$ cat config.mk
export PLATFORM = sky130hd
export DESIGN_NAME = matrix_elementwise_unit
export DESIGN_NICKNAME = d
export VERILOG_FILES = /design/src/rtl/matrix_ew_pkg.sv /design/src/rtl/matrix_ew_lane.sv /design/src/rtl/matrix_elementwise_unit.sv
export SDC_FILE = /design/constraint.sdc
export NUM_CORES = 1
export LEC_CHECK = 0
export ABC_AREA = 1
export BUFFER_PORTS_ARGS = -buffer_cell sky130_fd_sc_hd__clkbuf_2
export CORE_MARGIN = 1
export CORE_UTILIZATION = 50
export CTS_CLUSTER_SIZE = 24
export DETAILED_ROUTE_END_ITERATION = 7
export PLACE_DENSITY = 0.7
export SLEW_MARGIN = 20
export SYNTH_ARGS = -nofsm -noshare
export SYNTH_HDL_FRONTEND = slang
export SYNTH_HIERARCHICAL = 1
export SYNTH_SLANG_ARGS = --single-unit
$ cat constraint.sdc
create_clock -name clk -period 4.1 [get_ports clk]
set_clock_uncertainty 0.15 [all_clocks]
set_input_delay 0.205 -clock clk [delete_from_list [all_inputs] [get_ports clk]]
set_output_delay 0.205 -clock clk [all_outputs]
set_load 0.02 [all_outputs]
$ cat src/rtl/matrix_ew_pkg.sv
// Shared types and helpers for the element-wise matrix unit.
package matrix_ew_pkg;

    typedef enum logic [1:0] {
        EW_ADD = 2'd0,
        EW_SUB = 2'd1,
        EW_MAX = 2'd2,
        EW_MIN = 2'd3
    } ew_mode_e;

    typedef enum logic {
        IDLE = 1'b0,
        RUN  = 1'b1
    } ew_state_e;

    // Row counter width; a single-row matrix still needs one bit.
    function automatic int ctr_width(input int n);
        return (n <= 1) ? 1 : $clog2(n);
    endfunction

endpackage

$ cat src/rtl/matrix_ew_lane.sv
// One combinational element lane: add/sub/max/min then output sizing.
// Saturation for narrow outputs is enabled by defining MATRIX_EW_SAT_EN.
module matrix_ew_lane
    import matrix_ew_pkg::*;
#(
    parameter int IN_W  = 8,
    parameter int OUT_W = 16
) (
    input  ew_mode_e         mode,
    input  logic [IN_W-1:0]  a,
    input  logic [IN_W-1:0]  b,
    output logic [OUT_W-1:0] result
);

    // Two guard bits hold both the add carry and the sub sign without overflow.
    localparam int RAW_W = IN_W + 2;
    localparam int EXT_W = (OUT_W > RAW_W) ? OUT_W : RAW_W;

    logic        [RAW_W-1:0] a_x;
    logic        [RAW_W-1:0] b_x;
    logic signed [RAW_W-1:0] raw;
    logic signed [EXT_W-1:0] ext;

    assign a_x = {2'b00, a};
    assign b_x = {2'b00, b};

    always_comb begin
        raw = '0;
        case (mode)
            EW_ADD:  raw = a_x + b_x;
            EW_SUB:  raw = a_x - b_x;
            EW_MAX:  raw = (a >= b) ? a_x : b_x;
            EW_MIN:  raw = (a <= b) ? a_x : b_x;
            default: raw = '0;
        endcase
    end

    // Non-sub results are non-negative, so sign extension equals zero extension.
    assign ext = EXT_W'(raw);

    if (OUT_W >= IN_W + 1) begin : g_fit
        assign result = ext[OUT_W-1:0];
    end else begin : g_narrow
`ifdef MATRIX_EW_SAT_EN
        localparam logic signed [EXT_W-1:0] UMAX = (EXT_W'(1) << OUT_W) - EXT_W'(1);
        localparam logic signed [EXT_W-1:0] SMAX = (EXT_W'(1) << (OUT_W - 1)) - EXT_W'(1);
        localparam logic signed [EXT_W-1:0] SMIN = -(EXT_W'(1) << (OUT_W - 1));

        always_comb begin
            result = ext[OUT_W-1:0];
            if (mode == EW_SUB) begin
                if (ext > SMAX) begin
                    result = SMAX[OUT_W-1:0];
                end else if (ext < SMIN) begin
                    result = SMIN[OUT_W-1:0];
                end
            end else if (ext > UMAX) begin
                result = UMAX[OUT_W-1:0];
            end
        end
`else
        assign result = ext[OUT_W-1:0];
`endif
    end

endmodule

$ cat src/rtl/matrix_elementwise_unit.sv
// Element-wise matrix add/sub/max/min, one row per clock behind start/busy/done.
// Optional output saturation: define MATRIX_EW_SAT_EN.
module matrix_elementwise_unit
    import matrix_ew_pkg::*;
#(
    parameter int ROWS  = 4,
    parameter int COLS  = 4,
    parameter int IN_W  = 8,
    parameter int OUT_W = 16
) (
    input  logic                                   clk,
    input  logic                                   rst,
    input  logic                                   start,
    input  logic [1:0]                             mode,
    input  logic [ROWS-1:0][COLS-1:0][IN_W-1:0]    a,
    input  logic [ROWS-1:0][COLS-1:0][IN_W-1:0]    b,
    output logic [ROWS-1:0][COLS-1:0][OUT_W-1:0]   c,
    output logic                                   busy,
    output logic                                   done
);

    localparam int             CW       = ctr_width(ROWS);
    localparam logic [CW-1:0]  LAST_ROW = CW'(ROWS - 1);

    ew_state_e                              state;
    logic [CW-1:0]                          row;
    ew_mode_e                               mode_q;
    logic [ROWS-1:0][COLS-1:0][IN_W-1:0]    a_q;
    logic [ROWS-1:0][COLS-1:0][IN_W-1:0]    b_q;
    logic [COLS-1:0][IN_W-1:0]              a_row;
    logic [COLS-1:0][IN_W-1:0]              b_row;
    logic [COLS-1:0][OUT_W-1:0]             lane_out;

    assign a_row = a_q[row];
    assign b_row = b_q[row];

    for (genvar j = 0; j < COLS; j++) begin : g_lane
        matrix_ew_lane #(
            .IN_W  (IN_W),
            .OUT_W (OUT_W)
        ) u_lane (
            .mode   (mode_q),
            .a      (a_row[j]),
            .b      (b_row[j]),
            .result (lane_out[j])
        );
    end

    always_ff @(posedge clk) begin
        if (rst) begin
            state  <= IDLE;
            row    <= '0;
            busy   <= 1'b0;
            done   <= 1'b0;
            mode_q <= EW_ADD;
            a_q    <= '0;
            b_q    <= '0;
            c      <= '0;
        end else begin
            done <= 1'b0;
            case (state)
                IDLE: begin
                    // Snapshot lets upstream reuse its buffers while we run.
                    if (start) begin
                        a_q    <= a;
                        b_q    <= b;
                        mode_q <= ew_mode_e'(mode);
                        row    <= '0;
                        busy   <= 1'b1;
                        state  <= RUN;
                    end
                end
                RUN: begin
                    c[row] <= lane_out;
                    if (row == LAST_ROW) begin
                        row   <= '0;
                        busy  <= 1'b0;
                        done  <= 1'b1;
                        state <= IDLE;
                    end else begin
                        row <= row + CW'(1);
                    end
                end
                default: state <= IDLE;
            endcase
        end
    end

endmodule

==> results of run 1 <==
## worst max-delay path, cell delays in order, from the launching register on
cell and delay, ns:
sky130_fd_sc_hd__dfxtp_2 0.51, sky130_fd_sc_hd__buf_12 0.21, sky130_fd_sc_hd__buf_4 0.13, sky130_fd_sc_hd__nand3_1 0.13, sky130_fd_sc_hd__nand2_1 0.37, sky130_fd_sc_hd__ha_1 0.26
sky130_fd_sc_hd__inv_1 0.10, sky130_fd_sc_hd__fa_1 0.43, sky130_fd_sc_hd__a31oi_1 0.28, sky130_fd_sc_hd__nor3_1 0.12, sky130_fd_sc_hd__o21ai_0 0.60, sky130_fd_sc_hd__o21ai_0 0.20
sky130_fd_sc_hd__nor2_1 0.12
## worst paths after layout
check,from,endpoint,slack [ns],depth (start not counted)
worst max-delay path,row[1],c[216],0.39,12
worst min register to register,c[126],c[126],0.31,2
worst min-delay path,start,b_q[24],0.004,5
worst max register to register,row[1],c[216],0.39,12
## cell families (layout without fill, tap and decap cells)
| kind of cell | after synthesis | count (layout) |
|---|---|---|
| flops | 519 | 519 |
| other cells | 0 | 3 |
| fa+ha+maj | 77 | 77 |
| simple gates | 2537 | 2537 |
| compound gates | 355 | 355 |
| xor+xnor | 12 | 12 |
| buf+inv | 990 | 1643 |
## registers in the layout, indices dropped and copies added (netlist names)
| name | flops |
|---|---|
| mode_q | 2 |
| b_q | 128 |
| row | 2 |
| busy | 1 |
| a_q | 128 |
| state | 1 |
| c | 256 |
| done | 1 |
## area by class of cell
type / instances / area share, %
clock inverter: 20 / 0.8006
clock buffer: 80 / 4.452
antenna: 3 / 0.02088
multi-input combinational: 2981 / 38.93
timing repair buffer: 863 / 17.06
tap: 756 / 2.631
inverter: 680 / 7.177
sequential: 519 / 28.93
## where the power goes
part / internal [mW] / switching (mW) / total, mW
clock: 3.03 / 2.15 / 5.18
sequential: 5.33 / 0.176 / 5.50
combinational: 1.51 / 3.15 / 4.66
## synthesized netlist by cell type
library cell	count
sky130_fd_sc_hd__o211ai_1	4
sky130_fd_sc_hd__o21ai_0	87
sky130_fd_sc_hd__xor2_1	12
sky130_fd_sc_hd__nor3_1	5
sky130_fd_sc_hd__nor2_4	8
sky130_fd_sc_hd__nand4_1	72
sky130_fd_sc_hd__buf_2	152
sky130_fd_sc_hd__nand2_4	5
sky130_fd_sc_hd__nand2_1	990
sky130_fd_sc_hd__nor2_1	694
sky130_fd_sc_hd__a21oi_1	234
sky130_fd_sc_hd__o21bai_1	12
sky130_fd_sc_hd__inv_1	664
sky130_fd_sc_hd__buf_6	20
sky130_fd_sc_hd__o21ai_1	2
sky130_fd_sc_hd__nand2_2	25
sky130_fd_sc_hd__a21oi_2	4
sky130_fd_sc_hd__nand3_1	713
sky130_fd_sc_hd__buf_4	70
sky130_fd_sc_hd__or2_2	8
sky130_fd_sc_hd__buf_1	19
sky130_fd_sc_hd__inv_4	4
sky130_fd_sc_hd__fa_1	8
sky130_fd_sc_hd__ha_1	69
sky130_fd_sc_hd__inv_2	12
sky130_fd_sc_hd__dfxtp_1	519
sky130_fd_sc_hd__clkbuf_1	49
sky130_fd_sc_hd__nand4_4	3
sky130_fd_sc_hd__nand3_2	9
sky130_fd_sc_hd__nand3_4	5
sky130_fd_sc_hd__a21oi_4	4
sky130_fd_sc_hd__a31oi_1	8
## routing by layer
| metal | wire [µm] | share of wire [%] | up-vias |
|---|---|---|---|
| li1 | - | - | 15139 |
| met1 | 43970 | 41 | 14311 |
| met2 | 48530 | 45 | 1496 |
| met3 | 8034 | 7.5 | 354 |
| met4 | 6337 | 5.9 | 2 |
| met5 | 15 | 0.014 | - |
## cell usage in the layout, fill, tap and decap left out, types with 12 or more instances in the layout
| cell | instances |
|---|---|
| sky130_fd_sc_hd__inv_2 | 12 |
| sky130_fd_sc_hd__buf_4 | 44 |
| sky130_fd_sc_hd__buf_12 | 18 |
| sky130_fd_sc_hd__a21oi_1 | 234 |
| sky130_fd_sc_hd__clkbuf_8 | 14 |
| sky130_fd_sc_hd__dfxtp_1 | 516 |
| sky130_fd_sc_hd__clkbuf_16 | 55 |
| sky130_fd_sc_hd__xor2_1 | 12 |
| sky130_fd_sc_hd__dlygate4sd3_1 | 283 |
| sky130_fd_sc_hd__nand3_1 | 713 |
| sky130_fd_sc_hd__ha_1 | 66 |
| sky130_fd_sc_hd__nor2_1 | 690 |
| sky130_fd_sc_hd__o21bai_1 | 12 |
| sky130_fd_sc_hd__clkbuf_1 | 12 |
| sky130_fd_sc_hd__o21ai_0 | 87 |
| sky130_fd_sc_hd__nand2_1 | 989 |
| sky130_fd_sc_hd__nand4_1 | 72 |
| sky130_fd_sc_hd__inv_1 | 661 |
| sky130_fd_sc_hd__clkbuf_2 | 516 |
| sky130_fd_sc_hd__nand2_2 | 26 |
==> metrics.sh, run 1 <==
GR-USAGE-MET2_PCT=57.92
PORT_BUFFERS=518
POST_CTS_RESIZED=0
DOMINANT_COMBINATIONAL_CELL_FAMILY_BY_AREA_AFTER_SYNTHESIS='simple AND/OR/NAND/NOR gates'
CTS.REPAIR_TIMING.SETUP_BUFFER_COUNT=0
TIMING.FINAL.HOLD_VIOLATIONS=0
DETAIL_ROUTE.VIAS_PER_CELL=5.304
YOSYS.AREA_SHARE.XOR_XNOR_PCT=0.3663
FINAL_DESIGN_AREA_NO_FILL_UM2=35950
FINAL_CRITICAL_PATH_SETUP_SLACK_NS=0.3862
GRT_ANTENNA_BEFORE_REPAIR=4
FINAL.MIN_CLOCK_PERIOD_NS=3.714
POWER_PER_STANDARD_CELL_AREA_nW_PER_UM2=426.8
YOSYS-TOP-CELLS-AREA='sky130_fd_sc_hd__dfxtp_1, sky130_fd_sc_hd__nand2_1, sky130_fd_sc_hd__nand3_1'
WORST_SETUP_HOLD_PATH_CLK_SLEW_NS=0.06
POST-DP-HPWL_UM=69170
SYNTH.YOSYS.SEQ_AREA_SHARE_PCT=36.21
TIMING.HOLD.WORST.CLASS='input port to flip-flop'
COMPOUND_GATE_PORTION_OF_THE_SYNTHESIZED_AREA_PCT=6.576
INITIAL_DRC_COUNT=2699
SYNTHESIS.INSTANCES=4490
SYNTH_TOP_CELL_BY_AREA='sky130_fd_sc_hd__dfxtp_1'
MAXIMUM_NUMBER_OF_PINS_ON_ONE_NET_BEFORE_GLOBAL_ROUTE_REPAIR=159
WORST_SLEW_PIN_SLEW_NS=0.9219
ROUTING_LAYER_WITH_THE_TOP_USAGE_IN_GLOBAL_ROUTE='met2'
GRT_USAGE_PCT=35.99
FINALSETUPTNS_NS=0
P_TOTAL_mW=15.34
TIMING.FINAL.SETUP_VIOLATIONS=0
SHARE_OF_CELL_AREA_TAKEN_BY_MUXES_AFTER_SYNTHESIS_PCT=0
LAYOUT-DRIVE-GT1-SHARE_PCT=14.95
CLKSINKCOUNT=519
SYNTH_AREA_PER_CELL_UM2=6.391
AREA_TAKEN_BY_FLIP_FLOPS_AND_LATCHES_UM2=10400
GLOBAL_ROUTING_MET1_RESOURCE_UTILIZATION_PCT=45.85
MAX_FREQ_MHz=269.3
POST-ROUTE-PERIOD-UTIL_PCT=90.58
YOSYS_REGISTER_BITS=519
SLEW-LIMIT-HEADROOM_PCT=38.32
GLOBALROUTE.TOTALOVERFLOW=0
CRITPATHMAXFANOUT=18
POWER_LEAKAGE_nW=17.96
CP-START-KIND='flip-flop'
MAX_CAP_VIOLS=0
REPORT.FINAL.SLEW_VIOL_COUNT=0
RSZ_0062_RAISED_AFTER_GLOBAL_ROUTING='no'
YS_TYPES=32
POST_SYNTH_INSTANCE_AREA_UM2=28690
NUMPLACEDINSTANCES=5515
CTS_TREE='yes'
CORE-AREA_UM2=56500
GLOBAL_ROUTE.USAGE.MET3_PCT=6.304
CTS-HTREE-LEVELS=2
GRT_PASS1_VIAS=29766
DIE_OUTLINE_AREA_UM2=58350
FINISH.NET_COUNT=5437
CTS-HOLD-FIX-BUFFERS=283
OUTCOME='finished, final reports clean'
CLK_ROOT_BUFFER_CELL='sky130_fd_sc_hd__clkbuf_16'
FLOORPLAN.ROWS=87
ROUTED_WL_UM=106900
DRTANTENNAVIOLNETS=0
PLACE.GP.CONGESTION=0.9760
NUMCTSBUFFERS=54
AREAGROWTHSYNTHTOFINISH_PCT=25.27
SYNTHADDERAREAFRAC_PCT=3.567
FINALNONFILLERCELLS=5902
DATA_ARRIVAL_TIME_OF_THE_CRITICAL_PATH_NS=4.11
DP_WORST_SETUP_SLACK_NS=0.4625
SYN-NUM-NETS=4828
POSTLAYOUTCOREUTIL_PCT=63.63
NETLIST.AREA_LEADER.SHARE_PCT=36.21
CHIPHEIGHT_UM=241.6
NUM-FILL-CELLS=5167
WORST_SKEW_PAIR.LATE_LATENCY_NS=0.63
WIRE_LENGTH_OF_THE_FIRST_GLOBAL_ROUTING_PASS_UM=167300
TOTAL_DRC_ERRORS_IN_THE_ROUTED_LAYOUT=0
SYNTH_WARNINGS=6
NUMBER_OF_BUFFERS_ON_THE_LONGEST_CLOCK_PATH=3
WORST-ENDPOINT-REQUIRED_NS=4.50
IO_PINS=519
PLACED_INSTANCE_AREA_UM2=31200
DR_TOTAL_VIAS=31302
FLOORPLAN.DIE.WIDTH_UM=241.6
CRITICAL_PATH_CLASS='flip-flop to flip-flop'
DETAILEDROUTE.FIRSTPASSITERATIONCOUNT=6
SYNTH-SIMPLE-AREA-SHARE_PCT=38.19
AVGROUTEDWIREPERCELL_UM=18.11
SETUP.WORST_PATH.END_CLASS='flip-flop'
INITIAL_CELL_DENSITY_OF_THE_CORE_PCT=50.79
MULTI_INPUT_AREA_UM2=13990
FINALHOLDWORSTSLACK_NS=0.003736
WORST_IR_DROP_VDD_mV=0.3242
Power figures use the tool's default switching activity.
==> run 2: changes to the inputs <==
--- a/config.mk
+++ b/config.mk
@@ -6,12 +6,12 @@
 export NUM_CORES = 1
 export LEC_CHECK = 0
 export ABC_AREA = 1
-export BUFFER_PORTS_ARGS = -buffer_cell sky130_fd_sc_hd__clkbuf_2
 export CORE_MARGIN = 1
 export CORE_UTILIZATION = 50
 export CTS_CLUSTER_SIZE = 24
 export DETAILED_ROUTE_END_ITERATION = 7
-export PLACE_DENSITY = 0.7
+export DONT_BUFFER_PORTS = 1
+export PLACE_DENSITY = 0.62
 export SLEW_MARGIN = 20
 export SYNTH_ARGS = -nofsm -noshare
 export SYNTH_HDL_FRONTEND = slang
==> constraint.sdc (replaced) <==
create_clock -name clk -period 4.1 [get_ports clk]
set_clock_uncertainty 0.15 [all_clocks]
set_input_delay 0.205 -clock clk [delete_from_list [all_inputs] [get_ports clk]]
set_output_delay 0.205 -clock clk [all_outputs]
set_load 0.01 [all_outputs]
==> run 2 against run 1 <==
The flow now finishes with violations (negative hold slack). First-iteration DRC count down 11%. Hold slack worse by 0.020 ns. Global-route usage down 2.3 points. Combinational power down 8.4%. Utilization down 5.3 points. Setup slack worse by 0.10 ns. Register-to-register slack worse by 0.10 ns. Die area unchanged. Critical endpoint is now c[214]. Highest routed layer is now met4.
==> metrics.sh, run 2 (synthesis gave the netlist of run 1 again) <==
SLEW-LIMIT-HEADROOM_PCT=33.48  # -4.8 points
WORST_HOLD_PATH.NUM_CELLS=2  # -3
P_TOTAL_mW=14.67  # -4.4%
WORST-R2R-SETUP-SLACK_NS=0.28  # -0.10 ns
DATA_ARRIVAL_TIME_OF_THE_CRITICAL_PATH_NS=4.17  # +0.06 ns
DETAIL_ROUTE.VIAS_PER_CELL=5.333  # +0.55%
NUM-FILL-CELLS=5551  # +7.4%
TIMING.FINAL.SETUP_VIOLATIONS=0  # unchanged
FINAL_CELL_MIX='sky130_fd_sc_hd__nand2_1, sky130_fd_sc_hd__nand3_1, sky130_fd_sc_hd__nor2_1'
GRT_PASS1_VIAS=27024  # -9.2%
INTERNAL_POWER_mW=9.446  # -4.3%
MAX_FLOP_REGISTER='c'
FINISH.NET_COUNT=4896  # -10%
MAXIMUM_NUMBER_OF_PINS_ON_ONE_NET_BEFORE_GLOBAL_ROUTE_REPAIR=217  # +36%
LARGEST_REGISTER_FFS=256  # unchanged
R2R.WORST_PATH.CELLS=15  # +3
WORST_IR_DROP_VDD_mV=0.3510  # +8.3%
SHARE_SEQ_OF_TOTAL_POWER_PCT=37.9  # +2.0 points
CTS_TREE='yes'
GLOBALROUTE.TOTALOVERFLOW=0  # unchanged
MAX_FREQ_MHz=262.1  # -2.7%
NETSWITCHINGPOWER_mW=5.220  # -4.6%
OUTCOME='finished, violations left'
LAYOUT-DRIVE-GT1-SHARE_PCT=4.959  # -10 points
CTS-HOLD-FIX-BUFFERS=275  # -2.8%
P_COMB_SHARE_PCT=29.1  # -1.3 points
TOP_REGS='c: 256 flops, a_q: 128 flops, b_q: 128 flops'
POWER_SWITCHING_SHARE_PCT=35.59  # -0.083 points
FINALNONFILLERCELLS=5355  # -9.3%
DIE_OUTLINE_AREA_UM2=58350  # unchanged
AREAGROWTHSYNTHTOFINISH_PCT=14.91
REPORT.FINAL.SLEW_VIOL_COUNT=0  # unchanged
POST_CTS_RESIZED=0  # unchanged
FINALHOLDWORSTSLACK_NS=-0.01618  # -0.01992 ns
FLOORPLAN.DIE.WIDTH_UM=241.6  # unchanged
POWER_FRAC_CLOCK_PCT=33.0  # -0.7 points
WORST_SKEW_PAIR.LATE_LATENCY_NS=0.62  # about the same
WORST_HOLD_PATH.ENDPOINT='c[79]'
VIOLATIONS='negative hold slack'
REGTOREGSTARTPOINT='row[1]'
AVGROUTEDWIREPERCELL_UM=18.81  # +3.8%
POWER_LEAKAGE_nW=15.47  # -14%
DRTANTENNAVIOLNETS=0  # unchanged
IO_PINS=519  # unchanged
CP-START-KIND='flip-flop'
WORST-ENDPOINT-REQUIRED_NS=4.46  # -0.04 ns
MAX_CAP_VIOLS=0  # unchanged
GRT_ANTENNA_BEFORE_REPAIR=1  # -3
SETUP.WORST_PATH.START='row[1]'
CLKSINKCOUNT=519  # unchanged
SETUP.WORST_PATH.END_CLASS='flip-flop'
CTS.REPAIR_TIMING.SETUP_BUFFER_COUNT=0  # unchanged
CRITPATHMAXFANOUT=28  # +10
WORST_SLEW_PIN_SLEW_NS=0.9978  # +0.07589 ns
GRT_USAGE_PCT=33.72  # -2.3 points
CTS-HTREE-LEVELS=2  # unchanged
POWER_PER_STANDARD_CELL_AREA_nW_PER_UM2=444.8  # +4.2%
CORE-AREA_UM2=56500  # unchanged
NUMCTSBUFFERS=53  # -1.9%
DR_TOTAL_VIAS=28557  # -8.8%
MOST_COMMON_CELL_AFTER_LAYOUT_FILL_AND_TAPS_ASIDE='sky130_fd_sc_hd__nand2_1'
NUMBER_OF_BUFFERS_ON_THE_LONGEST_CLOCK_PATH=3  # unchanged
POST-DP-HPWL_UM=66930  # -3.2%
CHIPHEIGHT_UM=241.6  # unchanged
PLACE.GP.CONGESTION=0.9621  # -1.4%
FLOORPLAN.ROWS=87  # unchanged
POST-ROUTE-PERIOD-UTIL_PCT=93.06  # +2.5 points
RSZ_0062_RAISED_AFTER_GLOBAL_ROUTING='no'
ROUTED_WL_UM=100700  # -5.8%
WIRE_LENGTH_OF_THE_FIRST_GLOBAL_ROUTING_PASS_UM=156900  # -6.2%
FINALSETUPTNS_NS=0  # unchanged
HOLD_PATH.STARTPOINT='rst'
CLK_ROOT_BUFFER_CELL='sky130_fd_sc_hd__clkbuf_16'
TIMING.HOLD.WORST.CLASS='input port to flip-flop'
PORT_BUFFERS=0  # -100%
INITIAL_CELL_DENSITY_OF_THE_CORE_PCT=50.79  # unchanged
DETAILEDROUTE.FIRSTPASSITERATIONCOUNT=6  # unchanged
TIMING.FINAL.HOLD_VIOLATIONS=4  # +4
TOTAL_DRC_ERRORS_IN_THE_ROUTED_LAYOUT=0  # unchanged
FINAL.MIN_CLOCK_PERIOD_NS=3.816  # +0.1018 ns
REGTOREGENDPOINT='c[214]'
WORST_SETUP_HOLD_PATH_CLK_SLEW_NS=0.06  # about the same
NUMPLACEDINSTANCES=4984  # -9.6%
CRITICAL_PATH_CLASS='flip-flop to flip-flop'
INITIAL_DRC_COUNT=2394  # -11%
==> run 2: cell type report <==
| type | count | area, µm² | area share, % |
|---|---|---|---|
| Tap cell | 756 | 945.9 | 2.869 |
| Clock inverter | 11 | 131.4 | 0.3984 |
| Antenna cell | 1 | 2.502 | 0.007589 |
| Clock buffer | 84 | 1584 | 4.804 |
| Timing Repair Buffer | 323 | 3336 | 10.12 |
| Multi-Input combinational cell | 2981 | 13990 | 42.44 |
| Sequential cell | 519 | 10400 | 31.54 |
| Inverter | 680 | 2580 | 7.825 |
==> run 2: per-layer routing <==
layer / GRT usage (%) / routed length, µm / vias up
li1: - / - / 14056
met1: 43.42 / 42320 / 13141
met2: 54.71 / 46750 / 1125
met3: 6.748 / 7384 / 235
met4: 14.48 / 4269 / 0
met5: 0 / 0 / -
==> run 2: worst max-delay path, cell delays in order, from the launching register on <==
cell	delay (ns)
sky130_fd_sc_hd__dfxtp_2	0.35
sky130_fd_sc_hd__buf_4	0.32
sky130_fd_sc_hd__buf_4	0.28
sky130_fd_sc_hd__nand3_1	0.11
sky130_fd_sc_hd__nand2_1	0.21
sky130_fd_sc_hd__inv_1	0.12
sky130_fd_sc_hd__ha_1	0.49
sky130_fd_sc_hd__nand2_2	0.14
sky130_fd_sc_hd__nor2_4	0.19
sky130_fd_sc_hd__nand4_4	0.29
sky130_fd_sc_hd__nand3_2	0.31
sky130_fd_sc_hd__nand2_1	0.08
sky130_fd_sc_hd__nand3_1	0.08
sky130_fd_sc_hd__nand4_1	0.27
sky130_fd_sc_hd__o21ai_0	0.25
sky130_fd_sc_hd__nor2_1	0.05
==> run 2: metrics by stage <==
| stage | utilization [%] | instance area (µm²) | worst slack, ns |
|---|---|---|---|
| global route | 58.36 | 32970 | 0.01449 |
| floorplan | - | 28690 | 1.012 |
| CTS | 58.36 | 32970 | 0.3587 |
| finish | 58.36 | 32970 | 0.2844 |
| global placement | 50.39 | 28470 | 0.3639 |
| detailed placement | 50.39 | 28470 | 0.3736 |
==> run 2: worst max-delay path by stage <==
stage / end / slack, ns
finish: c[214] / 0.28
global route: c[214] / 0.01
CTS: c[214] / 0.36
global placement: c[214] / 0.36
detailed placement: c[214] / 0.37
floorplan: c[42] / 1.01
==> run 2: power groups by stage <==
| stage | combinational (mW) | clock, mW | sequential, mW |
|---|---|---|---|
| after floorplan | 3.04 | 0 | 5.59 |
| after global placement | 3.93 | 0 | 5.67 |
| after detailed placement | 3.91 | 0 | 5.67 |
| after CTS | 4.19 | 4.90 | 5.56 |
| after global routing | 4.72 | 5.10 | 5.59 |
| final | 4.27 | 4.84 | 5.56 |
